<file path="src/rtl/fetch_unit.sv">
// fetch_unit: MIPS R2000 instruction fetch stage, producer side of the IF/ID register.
// Latency: zero-wait memory puts a word in IF/ID one edge after its request; N wait states give 1/(N+1).
// Backpressure: hold_pc blocks new requests, hold_if freezes IF/ID; a word landing under hold_if parks in a 1-entry skid.
//
// Ports:
//   clk, rst_n               clock (rising edge), asynchronous active-low reset
//   hold_pc, hold_if         decode stall requests
//   br, pc_branch            taken branch from ID and its target (low two bits ignored)
//   exception                undefined-opcode exception from ID
//   imem_req/addr/ack/rdata  instruction memory handshake; ack may come in the request cycle
//   inst_id, pc_id, valid_id IF/ID register (instruction, PC+4, slot valid)
//   flush_id                 one-cycle pulse after a redirect flushes IF/ID
//   exc_pc                   address of the faulting instruction
//
// Optional feature: define FETCH_EXC_EN to make `exception` redirect to EXC_VECTOR and
// capture exc_pc. Without it, `exception` is ignored and exc_pc stays 0.

module fetch_unit #(
  parameter logic [31:0] RESET_PC   = 32'h0000_0000,
  parameter logic [31:0] EXC_VECTOR = 32'h0000_0080
) (
  input  logic        clk,
  input  logic        rst_n,
  input  logic        hold_pc,
  input  logic        hold_if,
  input  logic        br,
  input  logic [31:0] pc_branch,
  input  logic        exception,
  output logic        imem_req,
  output logic [31:0] imem_addr,
  input  logic        imem_ack,
  input  logic [31:0] imem_rdata,
  output logic [31:0] inst_id,
  output logic [31:0] pc_id,
  output logic        valid_id,
  output logic        flush_id,
  output logic [31:0] exc_pc
);

  typedef enum logic [1:0] {
    FETCH = 2'd0,
    STALL = 2'd1,
    DRAIN = 2'd2
  } state_t;

  state_t      state, state_nxt;

  logic [31:0] pc, pc_nxt;
  logic [31:0] addr_q, addr_q_nxt;
  logic        outstanding, outstanding_nxt;
  logic [31:0] skid_inst, skid_inst_nxt;
  logic [31:0] skid_pc, skid_pc_nxt;
  logic        skid_v, skid_v_nxt;
  logic [31:0] inst_id_nxt, pc_id_nxt;
  logic        valid_id_nxt, flush_id_nxt;
  logic [31:0] exc_pc_nxt;

  logic        exc_take;
  logic [31:0] exc_pc_calc;
  logic        redirect;
  logic [31:0] redirect_pc;
  logic        req_raw;
  logic        acked;
  logic        stuck;
  logic [31:0] addr_inc;

`ifdef FETCH_EXC_EN
  assign exc_take    = exception;
  assign exc_pc_calc = pc_id - 32'd4;
`else
  assign exc_take    = 1'b0;
  assign exc_pc_calc = 32'd0;
  logic unused_exception;
  assign unused_exception = exception;
`endif

  // Targets are word aligned; the byte-offset bits of the branch target carry no meaning here.
  logic unused_pcb_lsb;
  assign unused_pcb_lsb = ^pc_branch[1:0];

  // Exception takes priority over a branch resolved in the same cycle.
  assign redirect    = br | exc_take;
  assign redirect_pc = exc_take ? EXC_VECTOR : {pc_branch[31:2], 2'b00};

  // A request already on the bus must stay up until acked, whatever the stalls say.
  // DRAIN always has its request outstanding; naming it keeps that explicit.
  assign req_raw   = ((state == FETCH) && !hold_pc && !skid_v) || outstanding || (state == DRAIN);
  assign imem_req  = rst_n & req_raw;
  assign imem_addr = outstanding ? addr_q : pc;
  assign acked     = imem_req & imem_ack;
  assign stuck     = imem_req & ~imem_ack;
  assign addr_inc  = imem_addr + 32'd4;

  always_comb begin
    state_nxt       = state;
    pc_nxt          = pc;
    addr_q_nxt      = addr_q;
    outstanding_nxt = outstanding;
    skid_inst_nxt   = skid_inst;
    skid_pc_nxt     = skid_pc;
    skid_v_nxt      = skid_v;
    inst_id_nxt     = inst_id;
    pc_id_nxt       = pc_id;
    valid_id_nxt    = valid_id;
    flush_id_nxt    = 1'b0;
    exc_pc_nxt      = exc_pc;

    // Latch the address of a request that was not acked so it can be replayed unchanged.
    if (stuck) begin
      outstanding_nxt = 1'b1;
      addr_q_nxt      = imem_addr;
    end else if (acked) begin
      outstanding_nxt = 1'b0;
    end

    if (redirect && (state != DRAIN)) begin
      // Redirect beats both stalls: kill IF/ID and the skid, restart at the target.
      // Any same-cycle ack data is simply not captured.
      pc_nxt       = redirect_pc;
      inst_id_nxt  = 32'd0;
      pc_id_nxt    = 32'd0;
      valid_id_nxt = 1'b0;
      skid_v_nxt   = 1'b0;
      flush_id_nxt = 1'b1;
      if (exc_take) begin
        exc_pc_nxt = exc_pc_calc;
      end
      state_nxt    = stuck ? DRAIN : FETCH;
    end else begin
      case (state)
        FETCH: begin
          if (acked) begin
            pc_nxt = addr_inc;
            if (!hold_if) begin
              inst_id_nxt  = imem_rdata;
              pc_id_nxt    = addr_inc;
              valid_id_nxt = 1'b1;
            end else begin
              skid_inst_nxt = imem_rdata;
              skid_pc_nxt   = addr_inc;
              skid_v_nxt    = 1'b1;
              state_nxt     = STALL;
            end
          end else if (!hold_if) begin
            // Decode took the previous word this edge and nothing new arrived.
            valid_id_nxt = 1'b0;
          end
        end

        STALL: begin
          if (!hold_if) begin
            inst_id_nxt  = skid_inst;
            pc_id_nxt    = skid_pc;
            valid_id_nxt = 1'b1;
            skid_v_nxt   = 1'b0;
            state_nxt    = FETCH;
          end
        end

        DRAIN: begin
          // The wrong-path request must finish on the bus; its data is dropped.
          // IF/ID was already flushed when DRAIN was entered.
          if (redirect) begin
            pc_nxt = redirect_pc;
          end
          if (acked) begin
            state_nxt = FETCH;
          end
        end

        default: begin
          state_nxt = FETCH;
        end
      endcase
    end
  end

  always_ff @(posedge clk or negedge rst_n) begin
    if (!rst_n) begin
      state <= FETCH;
    end else begin
      state <= state_nxt;
    end
  end

  always_ff @(posedge clk or negedge rst_n) begin
    if (!rst_n) begin
      pc          <= RESET_PC;
      addr_q      <= 32'd0;
      outstanding <= 1'b0;
      skid_inst   <= 32'd0;
      skid_pc     <= 32'd0;
      skid_v      <= 1'b0;
      inst_id     <= 32'd0;
      pc_id       <= 32'd0;
      valid_id    <= 1'b0;
      flush_id    <= 1'b0;
      exc_pc      <= 32'd0;
    end else begin
      pc          <= pc_nxt;
      addr_q      <= addr_q_nxt;
      outstanding <= outstanding_nxt;
      skid_inst   <= skid_inst_nxt;
      skid_pc     <= skid_pc_nxt;
      skid_v      <= skid_v_nxt;
      inst_id     <= inst_id_nxt;
      pc_id       <= pc_id_nxt;
      valid_id    <= valid_id_nxt;
      flush_id    <= flush_id_nxt;
      exc_pc      <= exc_pc_nxt;
    end
  end

endmodule

</file>
<file path="config.mk">
export PLATFORM = sky130hd
export DESIGN_NAME = fetch_unit
export DESIGN_NICKNAME = d
export VERILOG_FILES = /design/src/rtl/fetch_unit.sv
export SDC_FILE = /design/constraint.sdc
export NUM_CORES = 1
export LEC_CHECK = 0
export CELL_PAD_IN_SITES_DETAIL_PLACEMENT = 0
export CELL_PAD_IN_SITES_GLOBAL_PLACEMENT = 1
export CORE_UTILIZATION = 25
export CTS_BUF_LIST = sky130_fd_sc_hd__clkbuf_4
export DETAILED_ROUTE_END_ITERATION = 7
export PLACE_DENSITY = 0.56
export SETUP_SLACK_MARGIN = 0.4
export SKIP_LAST_GASP = 1
export SYNTH_ARGS = -nofsm -noshare
export SYNTH_HDL_FRONTEND = slang
export SYNTH_SLANG_ARGS = --single-unit
export TNS_END_PERCENT = 20
</file>
<file path="constraint.sdc">
create_clock -name clk -period 7.7 [get_ports clk]
set_input_delay 1.925 -clock clk [delete_from_list [all_inputs] [get_ports clk]]
set_output_delay 1.925 -clock clk [all_outputs]
set_load 0.05 [all_outputs]
</file>
==> impl_metrics.csv <==
group,metric,value,unit
critical_path,worstSetupStartpointType,"primary input",
route,ant_nets,0,
pwr,p_leak,5.58,nW
sta,setup_tns,0,ps
critical_path,path_cells,"clkdlybuf4s50_1 -> o21ba_2 -> nor2_1 -> o21ai_0 -> inv_1 -> clkdlybuf4s50_1",
cells_and_area,final_util,0.314,
placed_design,dpl.hpwl,20700,um
synthesis,ys_async_sr_fraction,1.00,
clock_network,cts_resized,0,
grt,antenna_found_initial,1,
placed_design,place_area,11800,um^2
sta,drv_slew,0,
cells_and_area,final_common_cell,"nand2_1",
route,viasPerCell,4.50,
floorplan,io_pins,202,
critical_path,slowest_delay,740,ps
grt,overflow,0,
synthesis,synth_top_area_cell,"dfrtp_1",
sta,max_freq,169,MHz
cells_and_area,final_area,12100,um^2
route,dr.pass1.iters,7,
placed_design,dp_cells,1671,
cells_and_area,multi_input_area,4320,um^2
cells_and_area,mostFrequentLayoutCells,"nand2_1, dfrtp_1, clkdlybuf4s50_1",
placed_design,place_ws,1750,ps
sta,fin_skew,25.6,ps
grt,grt_pass1_vias,7525,
synthesis,synth_cells,1038,
clock_network,clock_sinks,198,
floorplan,die_area,40000,um^2
critical_path,crit_top_cell,"clkdlybuf4s50_1",
grt,grt_pass1_wl,46100,um
route,drtIter0Drc,421,
synthesis,synth-seq-cells,198,
pwr,power_density,382,nW/um^2
cells_and_area,regArea,4960,um^2
placed_design,port_buffers,166,
clock_network,clock-root-buffer,"clkbuf_4",
worst_hold_path,hold_path_class,"flip-flop to flip-flop",
clock_network,cts_setup_buffers,0,
run,drv_cap,0,
sta,fin_crit_sh,0.770,
cells_and_area,layout-drive-gt1-share,0.0743,
clock_network,cts_htree_levels,4,
synthesis,synth-edff-count,0,
clock_network,cts_tree,"done",
sta,min_period,5930,ps
route,wire_per_inst,17.6,um
sta,setup_ws,1770,ps
route,route.detailed.drc,0,
sta,finalSetupViolations,0,
status,status,"complete, no violations",
synthesis,ys.flop_type,"dfrtp_1",
pwr,ir_drop,0.152,mV
floorplan,placementRows,72,
floorplan,die_y,200,um
placed_design,gp_congestion,0.749,
floorplan,coreArea,38600,um^2
synthesis,ys_types,60,
synthesis,yosys_warnings,0,
clock_network,clock_latency,640,ps
sta,rsz0062_at_grt,"false",
synthesis,yosysSeqAreaShare,0.505,
cells_and_area,syn_to_final_growth,23.7,%
cells_and_area,final_nets,1244,
critical_path,crit_type,"primary input to primary output",
route,wl,29900,um
sta,hold_viol_final,0,
critical_path,cp_slowest_cell,"clkdlybuf4s50_1",
clock_network,clk_pin_slew_worst_paths,160,ps
floorplan,start_util,0.254,
clock_network,cts_hold_buf,0,
sta,maxSlewHeadroom,0.259,
critical_path,required,5780,ps
critical_path,critPathCaptureType,"primary output",
synthesis,synth_area_leaders,"dfrtp_1, nand2_1, mux2i_1, o31ai_1, a21oi_1",
cells_and_area,fill_cells,4101,
critical_path,worst-path-max-fanout,3,
synthesis,netlist.area_leader.share,0.505,
clock_network,numCtsBuffers,17,
synthesis,avgSynthCellArea,9.44,um^2
sta,tightest_slew,1110,ps
route,vias,7669,
cells_and_area,instances_no_fill,1704,
clock_network,max-clock-path-buffers,2,
synthesis,synth_area,9800,um^2
floorplan,die_w,200,um
grt,grt_max_degree,102,
critical_path,cp.arrival,4000,ps
grt,grt_usage,0.154,
## metrics by stage
stage	power (mW)	hold slack (ps)
after floorplan	3.29	440
final	4.63	492
after detailed placement	4.10	460
after CTS	4.70	498
after global placement	4.07	453
after global routing	4.95	517
## sequential cells by signal (all words and copies together) (netlist names)
register / flops
addr_q: 32
inst_id: 32
pc: 32
pc_id: 32
skid_inst: 32
skid_pc: 32
state: 2
flush_id: 1
outstanding: 1
skid_v: 1
valid_id: 1
## where the power goes
part	switching, mW	leakage [nW]	internal [mW]
clock	0.407	0.147	0.174
sequential	0.287	2.44	1.46
combinational	1.55	2.99	0.758
## cells by family (layout without fill, tap and decap cells)
| group | count (synthesis) | after routing | share of synthesized area |
|---|---|---|---|
| compound gates | 201 | 201 | 0.135 |
| xor+xnor | 23 | 23 | 0.0206 |
| fa+ha+maj | 1 | 1 | 0.00128 |
| buf+inv | 134 | 250 | 0.0697 |
| flops | 198 | 198 | 0.505 |
| mux | 82 | 82 | 0.0865 |
| other cells | 1 | 33 | 0.000383 |
| simple gates | 398 | 398 | 0.181 |
## final cells by class
class                           instances  area share
Sequential cell                       198       0.409
Timing Repair Buffer                  181       0.147
Inverter                               37      0.0115
Clock buffer                           18      0.0111
Tap cell                              518      0.0535
Antenna cell                            1    0.000206
Multi-Input combinational cell        737       0.357
Clock inverter                         14      0.0116
## cell usage after synthesis, types with 2 or more instances
master,n
nor2_1,57
dfrtp_1,198
a221o_1,3
xnor2_1,18
o21ai_1,11
a21o_1,5
mux2i_1,60
a31oi_1,12
mux2_2,22
nor2b_1,5
nand2_1,269
buf_4,34
a22oi_1,15
a21oi_1,53
nand4b_4,3
a221oi_1,2
buf_2,24
xor2_1,5
o21a_1,3
a22o_1,5
buf_1,6
o22ai_1,4
a222oi_1,10
o211ai_1,3
nor4_1,4
buf_6,3
nand3_1,15
inv_1,36
nand3b_1,4
nand4b_1,4
and3_1,2
nand4_1,15
or4b_1,2
nand2b_1,6
clkbuf_1,30
o21ai_0,25
o31ai_1,42
## final timing paths
check                      cells after the start           to  slack, ps         from
max in group asynchronous                      2  outstanding       5000        rst_n
setup / recovery                               6     imem_req       1770      hold_pc
setup reg to reg                               8       pc[18]       4390  outstanding
min in group asynchronous                      1       pc[26]       1240        rst_n
hold / removal                                 2    pc_id[13]        490    pc_id[13]
hold reg to reg                                2    pc_id[13]        490    pc_id[13]
## routing by layer
| metal | track usage | wire length, um | vias up |
|---|---|---|---|
| met4 | 0.0373 | 272 | 0 |
| met5 | 0 | 0 | - |
| met2 | 0.237 | 13300 | 172 |
| li1 | - | - | 3773 |
| met1 | 0.223 | 15300 | 3712 |
| met3 | 0.0265 | 1080 | 12 |
## critical path: cells and delay by family
kind	cells	cell delay, ps
AND/OR/NAND/NOR	1	50
AO/OA/AOI/OAI	2	600
buffers and inverters	3	1430
Power figures use the tool's default switching activity.
